`src/rtl/store_aligner_pkg.sv`:
```
// Shared definitions for the store alignment path.
// Size encodings match the load-extension path, so both sides of the
// memory stage agree on byte/half/word codes. Also holds the FSM state
// type and the lane-steering helpers used by store_aligner.
package store_aligner_pkg;

    localparam int unsigned DATA_W = 32;
    localparam int unsigned BE_W   = 4;

    typedef enum logic [1:0] {
        SZ_BYTE = 2'b00,
        SZ_HALF = 2'b01,
        SZ_WORD = 2'b10,
        SZ_ILL  = 2'b11
    } size_e;

    typedef enum logic {
        ST_IDLE = 1'b0,
        ST_REQ  = 1'b1
    } state_e;

    // A store is rejected when its size is illegal or its address is not
    // naturally aligned to that size.
    function automatic logic is_misaligned(input logic [1:0] size, input logic [1:0] off);
        case (size)
            SZ_BYTE: return 1'b0;
            SZ_HALF: return off[0];
            SZ_WORD: return off != 2'b00;
            default: return 1'b1;
        endcase
    endfunction

    // Replicate the narrow value across all lanes so the byte enables alone
    // select which bytes memory actually updates.
    function automatic logic [DATA_W-1:0] lane_wdata(input logic [1:0] size, input logic [DATA_W-1:0] d);
        case (size)
            SZ_BYTE: return {4{d[7:0]}};
            SZ_HALF: return {2{d[15:0]}};
            default: return d;
        endcase
    endfunction

    function automatic logic [BE_W-1:0] lane_be(input logic [1:0] size, input logic [1:0] off);
        case (size)
            SZ_BYTE: return 4'b0001 << off;
            SZ_HALF: return off[1] ? 4'b1100 : 4'b0011;
            SZ_WORD: return 4'hF;
            default: return 4'h0;
        endcase
    endfunction

endpackage

```
`src/rtl/store_aligner_queue.sv`:
```
// store_queue: DEPTH-entry synchronous FIFO of packed store entries.
// Ports:
//   clk_i, rst_i    clock, asynchronous active-high reset
//   push_i, data_i  write an entry (ignored when full)
//   pop_i           drop the head entry (ignored when empty)
//   head_o          oldest entry
//   next_o          entry behind the head (valid when count_o >= 2)
//   count_o         number of stored entries
//   full_o, empty_o occupancy flags
module store_queue #(
    parameter  int unsigned DEPTH = 2,
    parameter  int unsigned W     = 68,
    localparam int unsigned CNT_W = $clog2(DEPTH + 1),
    localparam int unsigned PTR_W = $clog2(DEPTH)
) (
    input  logic             clk_i,
    input  logic             rst_i,
    input  logic             push_i,
    input  logic [W-1:0]     data_i,
    input  logic             pop_i,
    output logic [W-1:0]     head_o,
    output logic [W-1:0]     next_o,
    output logic [CNT_W-1:0] count_o,
    output logic             full_o,
    output logic             empty_o
);

    logic [W-1:0]     mem_q [DEPTH];
    logic [PTR_W-1:0] wr_ptr_q, rd_ptr_q, rd_nxt;
    logic [CNT_W-1:0] count_q;
    logic             push_ok, pop_ok;

    assign full_o  = (count_q == CNT_W'(DEPTH));
    assign empty_o = (count_q == '0);
    assign count_o = count_q;
    assign push_ok = push_i && !full_o;
    assign pop_ok  = pop_i && !empty_o;

    // DEPTH is a power of two, so pointers wrap by plain overflow.
    assign rd_nxt = rd_ptr_q + PTR_W'(1);
    assign head_o = mem_q[rd_ptr_q];
    assign next_o = mem_q[rd_nxt];

    // NOTE: storage array has no reset; contents are never observed until
    // written, and leaving it out keeps it mappable to plain RAM/flops.
    always_ff @(posedge clk_i) begin
        if (push_ok) begin
            mem_q[wr_ptr_q] <= data_i;
        end
    end

    // NOTE: sequential state uses non-blocking assignments so every register
    // samples pre-edge values regardless of process ordering.
    always_ff @(posedge clk_i or posedge rst_i) begin
        if (rst_i) begin
            wr_ptr_q <= '0;
            rd_ptr_q <= '0;
            count_q  <= '0;
        end else begin
            if (push_ok) wr_ptr_q <= wr_ptr_q + PTR_W'(1);
            if (pop_ok)  rd_ptr_q <= rd_nxt;
            case ({push_ok, pop_ok})
                2'b10:   count_q <= count_q + CNT_W'(1);
                2'b01:   count_q <= count_q - CNT_W'(1);
                default: count_q <= count_q;
            endcase
        end
    end

endmodule

```
`src/rtl/store_aligner.sv`:
```
// store_aligner: narrows a register value to byte/half/word, steers it onto
// the right byte lanes of a word-aligned memory write, and queues it until
// data memory acknowledges. Misaligned stores are consumed and flagged but
// never written.
// Ports:
//   clk_i, rst_i                       clock, asynchronous active-high reset
//   st_valid_i/st_ready_o              store request handshake
//   st_addr_i, st_data_i, st_size_i    byte address, register data, size code
//   mem_req_o/mem_ack_i                memory write request / acceptance
//   mem_addr_o, mem_wdata_o, mem_be_o  word address, lane data, byte enables
//   misaligned_o                       one-cycle pulse after a rejected store
//   busy_o                             queue non-empty or request outstanding
module store_aligner
    import store_aligner_pkg::*;
#(
    parameter int unsigned DEPTH  = 2,
    parameter int unsigned ADDR_W = 32
) (
    input  logic              clk_i,
    input  logic              rst_i,
    input  logic              st_valid_i,
    output logic              st_ready_o,
    input  logic [ADDR_W-1:0] st_addr_i,
    input  logic [DATA_W-1:0] st_data_i,
    input  logic [1:0]        st_size_i,
    output logic              mem_req_o,
    input  logic              mem_ack_i,
    output logic [ADDR_W-1:0] mem_addr_o,
    output logic [DATA_W-1:0] mem_wdata_o,
    output logic [BE_W-1:0]   mem_be_o,
    output logic              misaligned_o,
    output logic              busy_o
);

    localparam int unsigned ENT_W = ADDR_W + DATA_W + BE_W;
    localparam int unsigned CNT_W = $clog2(DEPTH + 1);

    logic [ENT_W-1:0]  in_ent, head_ent, next_ent, load_ent;
    logic [CNT_W-1:0]  count;
    logic              q_full, q_empty;
    logic              hs, bad, push, pop, load;

    state_e            state_q, state_d;
    logic [ADDR_W-1:0] addr_q, addr_d;
    logic [DATA_W-1:0] wdata_q, wdata_d;
    logic [BE_W-1:0]   be_q, be_d;
    logic              mis_q;

    // Full blocks intake even if an ack frees a slot this cycle.
    assign st_ready_o = !q_full && !rst_i;
    assign hs         = st_valid_i && st_ready_o;
    assign bad        = is_misaligned(st_size_i, st_addr_i[1:0]);
    assign push       = hs && !bad;
    assign pop        = (state_q == ST_REQ) && mem_ack_i;

    assign in_ent = {st_addr_i[ADDR_W-1:2], 2'b00,
                     lane_wdata(st_size_i, st_data_i),
                     lane_be(st_size_i, st_addr_i[1:0])};

    // The head stays queued while it is being requested and is popped on ack,
    // so queue occupancy alone decides st_ready.
    store_queue #(.DEPTH(DEPTH), .W(ENT_W)) u_queue (
        .clk_i   (clk_i),
        .rst_i   (rst_i),
        .push_i  (push),
        .data_i  (in_ent),
        .pop_i   (pop),
        .head_o  (head_ent),
        .next_o  (next_ent),
        .count_o (count),
        .full_o  (q_full),
        .empty_o (q_empty)
    );

    // NOTE: every variable gets a default first so no path leaves one
    // unassigned, which would infer a latch.
    always_comb begin
        state_d  = state_q;
        addr_d   = addr_q;
        wdata_d  = wdata_q;
        be_d     = be_q;
        load     = 1'b0;
        load_ent = head_ent;
        case (state_q)
            ST_IDLE: begin
                // An empty queue bypasses the incoming store straight to the
                // output registers, giving one-cycle request latency.
                if (!q_empty || push) begin
                    load     = 1'b1;
                    load_ent = q_empty ? in_ent : head_ent;
                    state_d  = ST_REQ;
                end
            end
            ST_REQ: begin
                if (mem_ack_i) begin
                    // After the pop, the next head is either the second
                    // queued entry or the store being pushed this cycle.
                    if (count > CNT_W'(1)) begin
                        load     = 1'b1;
                        load_ent = next_ent;
                    end else if (push) begin
                        load     = 1'b1;
                        load_ent = in_ent;
                    end else begin
                        state_d = ST_IDLE;
                    end
                end
            end
            default: state_d = ST_IDLE;
        endcase
        if (load) begin
            {addr_d, wdata_d, be_d} = load_ent;
        end
    end

    always_ff @(posedge clk_i or posedge rst_i) begin
        if (rst_i) begin
            state_q <= ST_IDLE;
            addr_q  <= '0;
            wdata_q <= '0;
            be_q    <= '0;
            mis_q   <= 1'b0;
        end else begin
            state_q <= state_d;
            addr_q  <= addr_d;
            wdata_q <= wdata_d;
            be_q    <= be_d;
            mis_q   <= hs && bad;
        end
    end

    assign mem_req_o    = (state_q == ST_REQ);
    assign mem_addr_o   = addr_q;
    assign mem_wdata_o  = wdata_q;
    assign mem_be_o     = be_q;
    assign misaligned_o = mis_q;
    assign busy_o       = !q_empty || (state_q == ST_REQ);

endmodule

```
`config.mk`:
```
export PLATFORM = sky130hd
export DESIGN_NAME = store_aligner
export DESIGN_NICKNAME = d
export VERILOG_FILES = /design/src/rtl/store_aligner_pkg.sv /design/src/rtl/store_aligner_queue.sv /design/src/rtl/store_aligner.sv
export SDC_FILE = /design/constraint.sdc
export NUM_CORES = 1
export LEC_CHECK = 0
export BUFFER_PORTS_ARGS = -buffer_cell sky130_fd_sc_hd__buf_4
export CORE_MARGIN = 2
export CORE_UTILIZATION = 40
export CTS_BUF_LIST = sky130_fd_sc_hd__clkbuf_4
export CTS_CLUSTER_DIAMETER = 50
export CTS_CLUSTER_SIZE = 8
export DETAILED_ROUTE_END_ITERATION = 10
export HOLD_SLACK_MARGIN = 0.06
export SETUP_SLACK_MARGIN = 0.2
export SYNTH_ARGS = -nofsm -noshare
export SYNTH_HDL_FRONTEND = slang
export SYNTH_SLANG_ARGS = --single-unit
```
`constraint.sdc`:
```
create_clock -name clk_i -period 4.1 [get_ports clk_i]
set_input_delay 1.025 -clock clk_i [delete_from_list [all_inputs] [get_ports clk_i]]
set_output_delay 1.025 -clock clk_i [all_outputs]
set_load 0.02 [all_outputs]
```
==> results of run 1 <==
logic make-up after synthesis:
family	synth area share
XOR/XNOR	0.00321
flip-flops	0.528
AND/OR/NAND/NOR	0.0422
AO/OA/AOI/OAI	0.175
adder cells (fa/ha/maj)	0.00459
other	0.000344
buffers and inverters	0.0421
multiplexers	0.204
synth_stat cells (all sizes together) (2+ instances only):
library cell / count
a21o: 4
a21oi: 45
a221oi: 18
nand2b: 3
buf: 41
nor3: 5
mux2: 120
mux2i: 88
a211o: 2
inv: 25
o22a: 62
ha: 4
xnor2: 3
nand2: 54
nor2b: 2
a31oi: 4
or3: 15
dfrtp: 72
o22ai: 44
clkbuf: 39
o211ai: 2
edfxtp: 132
o21ai: 76
nor2: 16
o311ai: 14
a221o: 2
o221ai: 2
state kept, by name, summed over array words and instances (netlist names), 2 cells and up:
register,flops
u_queue.count_o,2
u_queue.mem_q,132
mem_be_o,4
mem_wdata_o,32
mem_addr_o,30
cell type report:
class | instances | area share
Tap cell | 341 | 0.0334
Antenna cell | 2 | 0.000392
Clock inverter | 5 | 0.00353
Inverter | 25 | 0.00745
Clock buffer | 52 | 0.0306
Multi-Input combinational cell | 598 | 0.371
Sequential cell | 204 | 0.452
Timing Repair Buffer | 160 | 0.101
power groups by stage:
stage | Clock (mW) | Combinational, mW | Sequential (mW)
after floorplan | 0 | 2.71 | 3.33
after detailed placement | 0 | 4.11 | 3.20
after global routing | 1.50 | 4.48 | 3.21
after global placement | 0 | 4.06 | 3.19
after CTS | 1.42 | 4.12 | 3.15
final | 1.37 | 4.10 | 3.15
per-stage QoR:
step / setup WS [ns] / instance area [sq um] / hold slack, ns / power [mW]
global placement: 0.816 / 12300 / 0.494 / 7.24
detailed placement: 0.782 / 12300 / 0.499 / 7.31
CTS: 0.867 / 12800 / 0.402 / 8.70
global route: 0.749 / 12800 / 0.449 / 9.19
floorplan: 0.338 / 10900 / 0.473 / 6.04
finish: 0.935 / 12800 / 0.430 / 8.61
critical path: stages, from the launching register on:
cell,delay (ns)
dfrtp_4,0.95
nor2_1,0.22
inv_1,0.12
buf_4,0.15
worst max path at each step:
stage,start,end,slack (ns),cells after the start
2_1_floorplan,st_size_i[0],u_queue.mem_q[0][0],0.34,4
3_3_place_gp,rst_i,mem_addr_o[17],0.82,8
3_5_place_dp,rst_i,mem_addr_o[19],0.78,8
6_report,mem_req_o,busy_o,0.94,3
4_1_cts,mem_req_o,busy_o,0.87,3
5_1_grt,mem_req_o,busy_o,0.75,3
routing by layer:
layer	vias to the layer above	GRT usage	wire, um
met5	-	0	0
met3	40	0.0340	1460
met1	4008	0.273	13300
li1	3755	-	-
met2	211	0.323	13100
met4	0	0.0420	573
==> impl_summary.md, run 1 <==
Pwr
The share of total power dissipated in combinational logic is 0.476. The clock share of power is 0.159. The internal portion of the total power is between 5 and 6 mW. The share of total power dissipated in sequential elements is 0.366.

In this run the power density over the cells is approximately 670 mW/mm^2. The leakage power figure is approximately 5.1 nW. Of the total power, the share spent switching nets is 0.390. The worst-case IR drop observed on VDD is 0.000401 V.

For this design the total switching power over the nets is around 3.4 mW.

Yosys
For this run, the number of Yosys warnings is 0. Ranked by total cell area, the synthesized netlist is headed by edfxtp_1 (36%), dfrtp_1 (17%), mux2_2 (12%). The fraction of synthesis flops using an asynchronous set or reset pin is 0.353. The most used flip-flop cell after synthesis is edfxtp_1. The count of flip-flops with a built-in enable after synthesis is between 100 and 150. In this run, distinct cell masters in the synthesized netlist total 47. The share of the Yosys chip area taken by registers is 0.528. A synthesized cell averages 12.0 sq um. The post-synthesis cell area is 0.0109 sq mm. In the synthesized netlist, the number of instances is 906. The top cell type's share of synthesized area is 0.363. Synthesis inferred 204 register bits. Summed over all instances, the cell type with the most area after synthesis is edfxtp_1.

Setup path
The critical path is of the reg2out type. In this run the register-to-register setup slack is 1.28 ns. The worst register-to-register path begins at u_queue.count_o[0]. The worst setup path is captured at an output port. The signal arrival time at the worst endpoint is 2.14 ns.

Counting cells, the worst reg-to-reg path comes to 9. At the worst endpoint, the required time is 3.07 ns. The kind of start point of the critical path is a flop. Of all nets on the critical path, the largest fanout is 81.

The worst register-to-register path ends at mem_addr_o[19].

Floorplan
The overall die height is 169 um. The row count is 60. For this configuration, the core starts out at a cell density of 0.406. The overall die area is 0.0286 sq mm. The horizontal die dimension is around 170 um. The boundary pin count is about 140. After floorplanning, the core was sized to cover between 0.02 and 0.03 sq mm.

Finish
The utilization after layout is 0.475. From synthesis to final layout, the design area changed by 17.0%. Leaving out fill and tap cells, the most frequent cells in the layout are buf_4 (153), edfxtp_1 (132), mux2_2 (120). Leaving out fill and tap cells, the most frequent cell in the layout is buf_4. The fraction of final layout cells sized beyond drive strength 1 is 0.336. The number of standard cells in the final layout excluding fillers is 1387. Fill cells in the final layout number 2478. The area of combinational cells with multiple inputs is 0.00474 sq mm. Registers take around 0.0058 sq mm. The number of nets in the finished design is between 1000 and 1500.

STA
The number of hold violations in the final report was 0. The routed design could run at a clock period as short as 3.16 ns. The part of the cycle the worst path needs is 0.772.

Headroom to the max-slew limit came out at 0.442. Setup repair after global routing left no endpoint under its margin. The number of pins exceeding their max-slew limit in the final report is 0. The count of endpoints failing setup in the final report is 0.

After routing, the total negative slack on setup checks comes to 0 ns. For the pin with the worst max-slew slack, the measured transition is 0.828 ns. Static timing analysis puts the maximum clock frequency at 316 MHz.

Across the routed clock network, the largest skew measured is 0.0244 ns.

Placement
Once placement completed, the tool counted placed cells totaling between 1000 and 1500. The HPWL after detailed placement is 17100 um. The count of buffers added on input and output ports is roughly 140.

At the end of routability-driven placement, the weighted congestion stood at around 0.78.

Clocking
The number of buffers created by CTS is 31. The total of cells resized after clock tree synthesis is 0. The tree is rooted in a clkbuf_4. The count of buffers added by post-CTS timing repair for setup is 0. The clock slew at the register clock pins of the worst setup and hold paths is 0.10 ns. The count of H-tree levels built during CTS is 1. In this run the deepest clock path goes through 3 buffers. The number of sinks handled by clock tree synthesis is 204. The clock reaches the later pin of the worst-skew pair after 0.70 ns. The number of hold buffers added after cts is 0. TritonCTS built the clock tree.

Flow run
The max-cap violation count is 0.

Outcome
The flow ran to the end, and the final reports show no timing, DRC or antenna violations.

Global route
The number of antenna violations at the first check in global routing is 2. The global-route wire length before repair is 44600 um. Entering global routing, the biggest net connects ~110 pins. For this run the aggregate overflow at the end of global routing stands at 0. Across every metal layer, demand over resource in global routing totals 0.196. The via count of the first global-routing pass is 7944.

Drt
The count of TritonRoute iterations in the first routing pass is 5. The wire length per cell after detailed routing is 20.5 um. After the first detailed-routing iteration, the DRC count stood at 454.

The overall via count from detail_route is 8014. The number of remaining DRC errors is 0. The sum of routed wire length over all layers is between 20000 and 30000 um. The remaining number of nets flagged by the antenna check after routing is 0. The average vias per placed instance is 5.78.

Worst hold path
The path class of the tightest hold or removal check is in2async.
Power figures use the tool's default switching activity.
==> inputs of run 2 (changes only) <==
clock period = 3.3 ns   (was 4.1 ns; I/O delays follow)
==> run 2 against run 1 <==
Critical path depth increased by 3. Global-route usage increased by 0.10 points. Wire length is 1.6% higher. Non-clock buffer count grew 7. Count of clock-buffer cells in the layout unchanged. Power up 27%. Clock skew increased by 0.040 ns. Worst setup slack worse by 0.51 ns. Clock power increased by 31%. Cell area grew 1.0%. Flip-flop and latch count unchanged. Worst hold slack lost 0.16 ns. Largest power group unchanged.
==> impl_summary.md, run 2 (synthesized netlist as in run 1, its figures left out) <==
Floorplan
The boundary pin count is roughly 140. The overall die area is between 0.02 and 0.03 sq mm. The overall die height is 169 um. The initial core utilization is 0.406.

After floorplanning, the core was sized to cover 0.0269 sq mm. In this run the horizontal extent of the chip is 169 um. The floorplan has 60 rows.

Setup path
In this run the critical register-to-register path is launched from u_queue.count_o[0]. STA puts the critical path data arrival time at a little over 2 ns. The slowest cell on the critical path is dfrtp_1. The signal on the critical path passes through inv_1, ha_1, inv_1, nor2_1, inv_1, buf_4.

The cell type with the highest occurrence count on the critical path is inv_1. Measured in cells, the most critical reg-to-reg path has a length of 9. Grouping stages by cell kind, the critical path spends the most delay in buffers and inverters. The required time reported for the critical path endpoint is 2.47 ns. By startpoint and endpoint, the worst setup path is classified as reg2out. The start point of the critical path is u_queue.count_o[0]. Across all register-to-register paths, the minimum setup slack is 0.88 ns. STA classifies the critical path endpoint as an output port. The kind of start point of the critical path is a flop. The stage delay of the slowest cell on the critical path is roughly 0.42 ns. The worst register-to-register path ends at mem_wdata_o[20]. The maximum fanout encountered on the critical timing path is 3.

The buffers plus inverters on the worst setup path is 4.

Flow run
The max-cap violation count is 0.

Clocking
CTS saw 204 sinks. TritonCTS built the clock tree. Buffers inserted during clock tree synthesis total 31.

For the worst-skew pair, the clock arrives at the later sink with an insertion delay of approximately 0.70 ns. The clock slew at the register clock pins of the worst setup and hold paths is 0.11 ns. The cell sitting at the root of the clock tree is a clkbuf_4. The clock passes through at most 3 buffers. The total of cells resized after clock tree synthesis is 0.

CTS built an H-tree with a depth of 1.

STA
Summed over all failing endpoints, the final setup total negative slack is 0 ns. The slew at the pin with the worst max-slew slack is about 0.81 ns. The routed design could run at a clock period as short as 2.87 ns. The number of pins exceeding their max-slew limit in the final report came to 0. The number of hold violations in the final report came to 0. Derived from the worst setup path, the maximum achievable clock frequency is approximately 350 MHz. In the finished design, the share of the clock period the worst path needs comes to 0.871. Setup slack on the critical path of the routed design comes to ~0.43 ns. Setup repair after global routing left no endpoint under its margin.

Setup violations remaining at the end of the flow were counted as 0. Measured against its own limit, the worst slew margin works out to 0.453. The final setup skew is 0.0649 ns.

Global route
The first global-routing pass estimated roughly 45000 um of wire. Entering global routing, the biggest net connects 80 pins. The final global-route overflow total is 0.

The via count of the first global-routing pass is 7946. The number of antenna violations at the first check in global routing was 1. The total track usage is 0.197.

Drt
The average vias per placed instance is 5.79. After detailed routing, the number of remaining DRC violations is 0. In this run the remaining antenna-violating nets after routing total 0. The count of TritonRoute iterations in the first routing pass is 5. The number of DRC violations after detailed-routing iteration 0 is a little over 500. In the final routed layout, each cell accounts on average for 20.8 um. The overall via count from detail_route is 8073.

The sum of routed wire length over all layers is 28900 um.

Outcome
The flow ran to the end, and the final reports show no timing, DRC or antenna violations.

Finish
The register containing the most flip-flops in the final layout is u_queue.mem_q. The area of combinational cells with multiple inputs is roughly 0.0047 sq mm. The sequential cells in the finished layout cover a total of 0.00577 sq mm. The flip-flop count of the largest register, all copies and words added is around 130. For this run, the post-layout net count is 1101. The commonest non-fill, non-tap cell in the layout is buf_4.

The synthesis-to-finish area growth is 18.2%. The count of filler cells inserted in the layout is 2467. In the final layout, the share of cells above drive strength 1 is 0.343.

The utilization after layout is 0.480. Leaving out fill and tap cells, the most frequent cells in the layout are buf_4 (156), edfxtp_1 (132), mux2_2 (120).

Placement
During placement, the flow inserted port buffers numbering approximately 140. The worst setup timing slack at the placement stage is 0.450 ns. The HPWL after detailed placement is 17500 um. The weighted congestion at the end of routability-driven global placement is 0.786.

Pwr
For this design the ratio of total power to cell area is 848 mW/mm^2. The leakage power figure is 5.17 nW. VDD sags by at most between 0.0004 and 0.0005 V. The total power of the final layout is 10.9 mW.

Worst hold path
The worst hold-check path type is in2async.
==> run 2: worst reg2reg max path: cells and delay by family, from the launching register on <==
kind | cells | cell delay, ns
compound gates | 4 | 0.97
buf+inv | 3 | 0.58
flops | 1 | 0.40
fa+ha+maj | 1 | 0.24
simple gates | 1 | 0.18
==> run 2: how the worst max path moves through the flow <==
stage | end | cells past startpoint
after global routing | busy_o | 6
after global placement | mem_wdata_o[20] | 7
after CTS | busy_o | 3
after detailed placement | mem_wdata_o[17] | 7
final | busy_o | 6
after floorplan | u_queue.mem_q[0][0] | 4
==> run 2: stage by stage <==
| stage | std cells | cell area, sq um | hold WS (ns) |
|---|---|---|---|
| after floorplan | 907 | 10900 | 0.473 |
| after global placement | 1334 | 12400 | 0.494 |
| after detailed placement | 1334 | 12400 | 0.500 |
| after CTS | 1392 | 12900 | 0.258 |
| after global routing | 1394 | 12900 | 0.270 |
| final | 1394 | 12900 | 0.271 |
==> run 2: metal layers <==
layer  wire [um]  global-route usage
met4         510              0.0394
met3        1900              0.0278
met5           0                   0
met2       13300               0.319
met1       13300               0.285
==> run 2: timing repair <==
action                                 in CTS  in global routing
hold buffers                                0                  0
buffers inserted                            0                  1
setup endpoints to repair                   0                  1
endpoints found under the hold margin       0                  0
==> run 2: where the power goes <==
part	internal [mW]	total, mW	switching, mW
clock	0.867	1.79	0.920
combinational	2.53	5.28	2.75
sequential	3.32	3.87	0.552
total	6.72	10.9	4.22
==> run 2: layout make-up <==
cell class                 count  share of cell area
tap                          341              0.0331
antenna                        1            0.000194
sequential                   204               0.448
clock buffer                  52              0.0303
timing repair buffer         167               0.108
multi-input combinational    598               0.368
clock inverter                 6             0.00601
inverter                      25             0.00737
